[config.mk]
export PLATFORM = sky130hd
export DESIGN_NAME = tqvp_uart_tx
export DESIGN_NICKNAME = d
export VERILOG_FILES = /design/src/rtl/tqvp_uart_tx.sv
export SDC_FILE = /design/constraint.sdc
export NUM_CORES = 1
export LEC_CHECK = 0
export CORE_MARGIN = 4
export CORE_UTILIZATION = 30
export CTS_CLUSTER_SIZE = 30
export DETAILED_ROUTE_END_ITERATION = 6
export HOLD_SLACK_MARGIN = 0.08
export PLACE_DENSITY = 0.5
export SYNTH_ARGS = -nofsm -noshare
export SYNTH_HDL_FRONTEND = slang
export SYNTH_SLANG_ARGS = --single-unit
[constraint.sdc]
create_clock -name clk -period 4.8 [get_ports clk]
set_input_delay 0.72 -clock clk [delete_from_list [all_inputs] [get_ports clk]]
set_output_delay 0.72 -clock clk [all_outputs]
set_load 0.02 [all_outputs]
[src/rtl/tqvp_uart_tx.sv]
// tqvp_uart_tx - TinyQV byte peripheral: register-bus driven UART transmitter.
//
// Bytes written to TXDATA are queued in a small FIFO and sent 8N1, LSB first.
// Each bit lasts DIV+1 clocks.
//
// Ports:
//   clk, rst_n            clock, asynchronous active-low reset
//   ui_in[0]              cts_n (active low clear-to-send); other bits unused
//   uo_out                {5'b0, fifo_empty, busy, tx}
//   address/data_in/data_write   host register write path
//   data_out              register read data, combinational from address
//
// Registers: 0 TXDATA (w: push, r: level), 1 STATUS, 2 DIV_LO, 3 DIV_HI,
//            4 CTRL {cts_use, parity_en, invert, enable}.
//
// Build option: define TQVP_UART_PARITY_EN to add CTRL bit2 (parity_en) and
// an even-parity bit between the data bits and the stop bit.
module tqvp_uart_tx #(
  parameter int unsigned FIFO_DEPTH  = 4,
  parameter logic [15:0] DEFAULT_DIV = 16'd103
) (
  input  logic       clk,
  input  logic       rst_n,
  input  logic [7:0] ui_in,
  output logic [7:0] uo_out,
  input  logic [3:0] address,
  input  logic [7:0] data_in,
  input  logic       data_write,
  output logic [7:0] data_out
);

  localparam int unsigned PTR_W = $clog2(FIFO_DEPTH);
  localparam int unsigned LVL_W = PTR_W + 1;

  typedef enum logic [2:0] {
    S_IDLE,
    S_START,
    S_DATA,
`ifdef TQVP_UART_PARITY_EN
    S_PARITY,
`endif
    S_STOP
  } state_t;

  // Control / configuration registers
  logic [15:0] div;
  logic        enable;
  logic        invert;
  logic        cts_use;
  logic        overflow;
  logic        parity_rd;

  // FIFO
  logic [7:0]       fifo_mem [FIFO_DEPTH];
  logic [PTR_W-1:0] wr_ptr;
  logic [PTR_W-1:0] rd_ptr;
  logic [LVL_W-1:0] level;
  logic             fifo_empty;
  logic             fifo_full;
  logic             push_req;
  logic             push_ok;
  logic             pop;

  // Transmitter
  state_t      state;
  state_t      state_n;
  logic [15:0] timer;
  logic [2:0]  bit_cnt;
  logic [7:0]  shift;
  logic        bit_done;
  logic        start_ok;
  logic        busy;
  logic        line;
  logic        tx;

  logic unused_in;
  assign unused_in = &{1'b0, ui_in[7:1]};

  assign fifo_empty = (level == '0);
  assign fifo_full  = (level == LVL_W'(FIFO_DEPTH));
  assign push_req   = data_write && (address == 4'h0);
  // A full FIFO still accepts a byte when the head leaves on the same edge.
  assign push_ok    = push_req && (!fifo_full || pop);

  assign bit_done = (timer == 16'd0);
  // cts_n only matters here, i.e. at the moment a frame would begin.
  assign start_ok = enable && !fifo_empty && (!cts_use || !ui_in[0]);

  // ---------------- register file ----------------
  always_ff @(posedge clk or negedge rst_n) begin
    if (!rst_n) begin
      div      <= DEFAULT_DIV;
      enable   <= 1'b0;
      invert   <= 1'b0;
      cts_use  <= 1'b0;
      overflow <= 1'b0;
    end else begin
      if (push_req && fifo_full && !pop) begin
        overflow <= 1'b1;
      end else if (data_write && address == 4'h1 && data_in[3]) begin
        overflow <= 1'b0;
      end
      if (data_write) begin
        case (address)
          4'h2: div[7:0]  <= data_in;
          4'h3: div[15:8] <= data_in;
          4'h4: begin
            enable  <= data_in[0];
            invert  <= data_in[1];
            cts_use <= data_in[3];
          end
          default: ;
        endcase
      end
    end
  end

`ifdef TQVP_UART_PARITY_EN
  logic parity_en;
  logic par_bit;

  always_ff @(posedge clk or negedge rst_n) begin
    if (!rst_n) begin
      parity_en <= 1'b0;
    end else if (data_write && address == 4'h4) begin
      parity_en <= data_in[2];
    end
  end

  // Parity is captured with the byte, before shifting destroys it.
  always_ff @(posedge clk) begin
    if (pop) begin
      par_bit <= ^fifo_mem[rd_ptr];
    end
  end

  assign parity_rd = parity_en;
`else
  assign parity_rd = 1'b0;
`endif

  // ---------------- FIFO ----------------
  always_ff @(posedge clk) begin
    if (push_ok) begin
      fifo_mem[wr_ptr] <= data_in;
    end
  end

  always_ff @(posedge clk or negedge rst_n) begin
    if (!rst_n) begin
      wr_ptr <= '0;
      rd_ptr <= '0;
      level  <= '0;
    end else begin
      if (push_ok) begin
        wr_ptr <= wr_ptr + 1'b1;
      end
      if (pop) begin
        rd_ptr <= rd_ptr + 1'b1;
      end
      case ({push_ok, pop})
        2'b10:   level <= level + 1'b1;
        2'b01:   level <= level - 1'b1;
        default: level <= level;
      endcase
    end
  end

  // ---------------- FSM: state register ----------------
  always_ff @(posedge clk or negedge rst_n) begin
    if (!rst_n) begin
      state <= S_IDLE;
    end else begin
      state <= state_n;
    end
  end

  // ---------------- FSM: next state ----------------
  always_comb begin
    state_n = state;
    case (state)
      S_IDLE: begin
        if (start_ok) state_n = S_START;
      end
      S_START: begin
        if (bit_done) state_n = S_DATA;
      end
      S_DATA: begin
        if (bit_done && bit_cnt == 3'd7) begin
`ifdef TQVP_UART_PARITY_EN
          state_n = parity_en ? S_PARITY : S_STOP;
`else
          state_n = S_STOP;
`endif
        end
      end
`ifdef TQVP_UART_PARITY_EN
      S_PARITY: begin
        if (bit_done) state_n = S_STOP;
      end
`endif
      S_STOP: begin
        // Chain straight into the next frame when possible: no idle gap.
        if (bit_done) state_n = start_ok ? S_START : S_IDLE;
      end
      default: state_n = S_IDLE;
    endcase
  end

  // ---------------- FSM: outputs ----------------
  always_comb begin
    busy = (state != S_IDLE);
    pop  = start_ok && ((state == S_IDLE) || (state == S_STOP && bit_done));
    line = 1'b1;
    case (state)
      S_START: line = 1'b0;
      S_DATA:  line = shift[0];
`ifdef TQVP_UART_PARITY_EN
      S_PARITY: line = par_bit;
`endif
      default: line = 1'b1;
    endcase
    tx = line ^ invert;
  end

  // ---------------- bit timer and data path ----------------
  // The timer reloads from the live DIV register, so a DIV write only takes
  // effect at the next bit boundary.
  always_ff @(posedge clk or negedge rst_n) begin
    if (!rst_n) begin
      timer   <= 16'd0;
      bit_cnt <= 3'd0;
    end else begin
      if (pop) begin
        timer   <= div;
        bit_cnt <= 3'd0;
      end else if (busy) begin
        timer <= bit_done ? div : timer - 16'd1;
        if (state == S_DATA && bit_done) begin
          bit_cnt <= bit_cnt + 3'd1;
        end
      end
    end
  end

  always_ff @(posedge clk) begin
    if (pop) begin
      shift <= fifo_mem[rd_ptr];
    end else if (state == S_DATA && bit_done) begin
      shift <= {1'b0, shift[7:1]};
    end
  end

  // ---------------- outputs / read mux ----------------
  assign uo_out = {5'b0, fifo_empty, busy, tx};

  always_comb begin
    data_out = 8'h00;
    case (address)
      4'h0: data_out = 8'(level);
      4'h1: data_out = {4'b0, overflow, fifo_empty, fifo_full, busy};
      4'h2: data_out = div[7:0];
      4'h3: data_out = div[15:8];
      4'h4: data_out = {4'b0, cts_use, parity_rd, invert, enable};
      default: data_out = 8'h00;
    endcase
  end

endmodule
Word-level counts from Yosys, hierarchy flattened
Memories as Yosys holds them, arrays and structs flattened.
Cells that the tools add are included.

word-level totals
  flip-flop bits (word level) = 57
  latch bits = 0
  bits in writable memories = 32
  bits in read-only memories = 0
  input bits = 23
  memories = 1

cells by class
  add/subtract/negate cells = 6
  multipliers = 0
  div/mod/pow operators = 0
  order comparisons = 0
  equal/unequal tests = 15
  shift-type cells = 0
  multiplexer cells = 21
  bitwise operators = 1
  reductions and logical operators = 34

memory list
  name      depth  bits a word  read ports  clocked after memory_dff  write ports  RTL line  source
  fifo_mem  4      8            1           0                         1            54        logic [7:0] fifo_mem [FIFO_DEPTH];

operators with widths
  cell                     count
  $mux W16                 3
  $pmux W8 S5              1
  $mux W3                  7
  $logic_not A16 Y1        1
  $mux W8                  2
  $sub A16 B1 Y16 const B  1
  $logic_and A1 B1 Y1      12
  $pmux W3 S4              1
  $eq A4 B2 Y1 const B     2
  $ne A2 B2 Y1 const B     4
  $reduce_and A2 Y1        4
  $reduce_bool A2 Y1       4
  $add A3 B1 Y3 const B    2
  $eq A3 B2 Y1 const B     2
  $eq A3 B3 Y1 const B     2
  $logic_not A3 Y1         2
  $pmux W3 S2              1
  $logic_not A1 Y1         5
  $mux W1                  5
  $add A2 B1 Y2 const B    2
  $eq A4 B1 Y1 const B     1
  $eq A4 B3 Y1 const B     1
  $logic_not A4 Y1         1
  $reduce_and A4 Y1        1
  8 further kinds          10

Longest topological paths before layout
  word-level depth = 9
  mapped depth = 11

Worst setup path before layout
No wires, ideal clock.

  kind = reg-to-reg
  from = register timer[0]
  to = register level[2]
  arrival time = 3.204 ns
  required time = 4.676 ns
  path slack = 1.472 ns
  cell stages (with the launch flop) = 11
  path buffers = 1
  cells stage by stage = dfrtp_1 -> inv_1 -> ha_1 -> or3b_1 -> nor4_4 -> a41o_1 -> buf_2 -> nand2_1 -> fa_1 -> or4_1 -> a211o_1

between the ends
  cells in the longest elaborated chain, start to end = 8
  elaborated cells on any way between the ends = 10

ends and longest elaborated chain
  what                                                      RTL line  source
  from (decl)                                               67        logic [15:0] timer;
  from (signal assigned)                                    235       timer <= div;
  from (signal assigned)                                    238       timer <= bit_done ? div : timer - 16'd1;
  $logic_not A16 Y1 *                                       85        assign bit_done = (timer == 16'd0);
  $logic_and A1 B1 Y1 *                                     213       pop = start_ok && ((state == S_IDLE) || (state == S_STOP && bit_done));
  $logic_or A1 B1 Y1 *                                      213
  $logic_and A1 B1 Y1 *                                     213
  $logic_or A1 B1 Y1                                        83        assign push_ok = push_req && (!fifo_full || pop);
  $logic_and A1 B1 Y1                                       83
  $eq A2 B1 Y1 / $eq A2 B2 Y1 (equally long branches)       161       case ({push_ok, pop})
  $pmux W3 S2 / $reduce_bool A2 Y1 (equally long branches)  --
  to (signal assigned)                                      162       2'b10: level <= level + 1'b1;
  to (signal assigned)                                      163       2'b01: level <= level - 1'b1;
  to (signal assigned)                                      164       default: level <= level;
  to (decl)                                                 57        logic [LVL_W-1:0] level;

Mark *: on every way between the ends. The rest lies on a longest branch, timed or not.
A chain may end at the register's enable or synchronous reset.

Worst setup path in the final report
  from = register state[0]
  to = register level[2]

between the ends
  cells in the longest elaborated chain, start to end = 8
  elaborated cells on any way between the ends = 11

ends and longest elaborated chain
  what                                                      RTL line  source
  from (decl)                                               65        state_t state;
  from (signal assigned)                                    174       state <= state_n;
  $eq A3 B2 Y1                                              213
  $logic_and A1 B1 Y1                                       213
  $logic_or A1 B1 Y1 *                                      213
  $logic_and A1 B1 Y1 *                                     213
  $logic_or A1 B1 Y1                                        83
  $logic_and A1 B1 Y1                                       83
  $eq A2 B1 Y1 / $eq A2 B2 Y1 (equally long branches)       161
  $pmux W3 S2 / $reduce_bool A2 Y1 (equally long branches)  --

Marked as above.

==> flow_metrics.env <==
export IMPL_status="finished, final reports clean"
export IMPL_netlist_top_cells_area="edfxtp_1, dfrtp_1, mux2_2"
export IMPL_ant_nets=0
export IMPL_yosys_warnings=0
export IMPL_p_leak_nw=1.99
export IMPL_grt_pass1_wl_um=17300
export IMPL_antenna_found_initial=0
export IMPL_grt_pass1_vias=3124
export IMPL_vias=3116
export IMPL_clock_skew_ns=0.00964
export IMPL_cts_htree_levels=3
export IMPL_portBuffers=26
export IMPL_arrival_ns=4.13
export IMPL_final_setup_tns_ns=0
export IMPL_grt_ovfl_total=0
export IMPL_startpoint_type="register"
export IMPL_clock_path_buffers=2
export IMPL_critical_path_class="reg -> reg"
export IMPL_synth_top_area_share_pct=26.4
export IMPL_fmax_mhz=256
export IMPL_worst_slack_ns=0.891
export IMPL_synth_area_leader_cell="edfxtp_1"
export IMPL_period_share_pct=81.4
export IMPL_hold_viol=0
export IMPL_yosys_area_share_simple_pct=12.4
export IMPL_r2r_end="level[2]"
export IMPL_rsz0062_at_grt="false"
export IMPL_synth_compound_area_share_pct=12.2
export IMPL_synth_edf_count=40
export IMPL_syn_instance_count=384
export IMPL_route_detailed_drc=0
export IMPL_final_fill_count=1417
export IMPL_via_per_inst=5.24
export IMPL_drt_iter0_markers=263
export IMPL_syn2layout_area_growth_pct=16.4
export IMPL_ctsHoldBuffers=0
export IMPL_die_w_um=131
export IMPL_syn_area_mm2=0.00455
export IMPL_ys_types=62
export IMPL_synth_most_common_cell="dfrtp_1"
export IMPL_ff2ff_setup_slack_ns=0.89
export IMPL_timing_critical_path_cells="inv_1 > ha_1 > clkinv_1 > nor3_1 > a41o_1 > buf_4 > nand2_1 > fa_1 > or4_1 > a211o_1"
export IMPL_worst_path_max_delay_cell="nor3_1"
export IMPL_cts_sinks=88
export IMPL_grt_max_degree=49
export IMPL_critPathTopFamily="simple AND/OR/NAND/NOR gates"
export IMPL_rows=44
export IMPL_cpPeakStageDelay_ns=0.65
export IMPL_peakVddDrop_mv=0.205
export IMPL_wl_per_cell_um=17.9
export IMPL_io_pins=39
export IMPL_core_mm2=0.0147
export IMPL_setup_viol=0
export IMPL_clkSlewWorstSetupHoldPaths_ns=0.07
export IMPL_initial_core_util_pct=30.9
export IMPL_dpl_cell_area_mm2=0.00494
export IMPL_stdcell_area_mm2=0.00529
export IMPL_dr_pass1_iters=5
export IMPL_path_buf_inv=3
export IMPL_clk_latency_ns=0.34
export IMPL_critPathMaxFanout=22
export IMPL_place_ws_ns=0.901
export IMPL_cts_root_buf="clkbuf_16"
export IMPL_synth_top_family_by_area="multiplexers"
export IMPL_dp_hpwl_um=7510
export IMPL_synthMuxAreaShare_pct=13.4
export IMPL_min_path_type="reg -> reg"
export IMPL_synthFlopType="dfrtp_1"
export IMPL_r2r_start="state[0]"
export IMPL_cp_required_ns=5.02
export IMPL_synth_xor_xnor_area_share_pct=0.963
export IMPL_post_cts_setup_buffers=0
export IMPL_synthArstFlopShare_pct=54.5
export IMPL_drive_gt1_share_pct=16.5
export IMPL_cts_tree="built"
export IMPL_ys_seq_area_share_pct=53.0
export IMPL_finalCriticalPeriod_ns=3.91
export IMPL_totalWireLength_um=10700
export IMPL_die_height_um=131
export IMPL_dieArea_mm2=0.0172
export IMPL_max_cap_viol_count=0
export IMPL_tightest_slew_ns=0.747
export IMPL_ys_seq_elements=88
export IMPL_worstHoldEndpoint="overflow"
export IMPL_place_congestion=0.769
export IMPL_syn_area_per_cell_um2=11.8
export IMPL_num_nets_final=441
export IMPL_synth_adder_area_share_pct=3.47
export IMPL_antennaDiodeCount=0
export IMPL_rr_worst_depth=10
export IMPL_grt_usage_pct=13.1
export IMPL_holdPathStages=2
export IMPL_post_cts_resized=0
export IMPL_max_slew_margin_rel_pct=49.8
export IMPL_min_from="overflow"
export IMPL_cts_buffers_inserted=9
export IMPL_slew_violations=0
export IMPL_worst_setup_path_end_kind="register"
export IMPL_power_density_mw_per_mm2=545
export IMPL_ys_top_cells_by_count="dfrtp_1, edfxtp_1, mux2_2, nand2_1, o21ai_0"
[per-stage QoR]
stage	hold slack (ns)	instances	power, mW	util, %
detailed placement	0.476	579	2.09	33.6
CTS	0.495	595	2.91	36.0
finish	0.492	595	2.88	36.0
global placement	0.474	579	2.06	33.6
global route	0.538	595	3.07	36.0
floorplan	0.424	388	1.81	-
[how the worst max path moves through the flow]
stage	start	end	slack, ns	cells past startpoint
global route	state[0]	level[2]	0.67	10
floorplan	timer[0]	level[2]	1.47	10
finish	state[0]	level[2]	0.89	10
detailed placement	state[0]	level[2]	0.90	10
CTS	state[0]	level[2]	0.88	10
global placement	state[0]	level[2]	0.99	10
[per-layer routing]
metal  vias up  share of wire [%]  track usage, %
li1       1464                  -               -
met2        63                 46            20.0
met5         -                  0               0
met3         8                4.1            2.47
met1      1581                 48            18.8
met4         0                1.6            4.60
[worst register-to-register path, delay by kind of cell, from the launching register on]
| family | cells | cell delay (ns) |
|---|---|---|
| AO/OA/AOI/OAI | 2 | 0.42 |
| flip-flops | 1 | 0.41 |
| adder cells (fa/ha/maj) | 2 | 0.86 |
| buffers and inverters | 3 | 0.80 |
| AND/OR/NAND/NOR | 3 | 1.31 |
[kinds of logic (layout without fill, tap and decap cells)]
| logic type | count (synthesis) | in the layout |
|---|---|---|
| adder cells (fa/ha/maj) | 12 | 12 |
| flip-flops | 88 | 88 |
| multiplexers | 46 | 46 |
| other | 1 | 5 |
| AO/OA/AOI/OAI | 84 | 84 |
| buffers and inverters | 42 | 65 |
| AND/OR/NAND/NOR | 106 | 106 |
| XOR/XNOR | 5 | 5 |
[power breakdown]
part	switching [mW]	total, mW	internal, mW
Sequential	0.190	1.15	0.962
Clock	0.299	0.811	0.513
Combinational	0.505	0.917	0.412
[layout make-up]
cell class                 instances  area (um2)  share of cell area [%]
clock buffer                      10         229                    4.33
multi-input combinational        258        1950                    36.8
timing repair buffer              31         293                    5.54
sequential                        88        2410                    45.5
clock inverter                     6         115                    2.18
inverter                          18        67.6                    1.28
tap                              184         230                    4.35
[layout by cell type, fill, tap and decap left out, types with 14 or more instances in the layout]
master            n
a21oi_1          18
clkdlybuf4s50_1  25
dfrtp_1          43
edfxtp_1         40
inv_1            16
mux2_2           25
nand2_1          25
nand3_1          14
nor2_1           21
o21ai_0          21
[registers in the layout, summed over array words and instances, names as in the netlist]
register  flops
div          16
overflow      1
shift         8
state         2
cts_use       1
level         3
timer        16
wr_ptr        2
bit_cnt       3
fifo_mem     32
enable        1
rd_ptr        2
invert        1
Power figures use the tool's default switching activity.
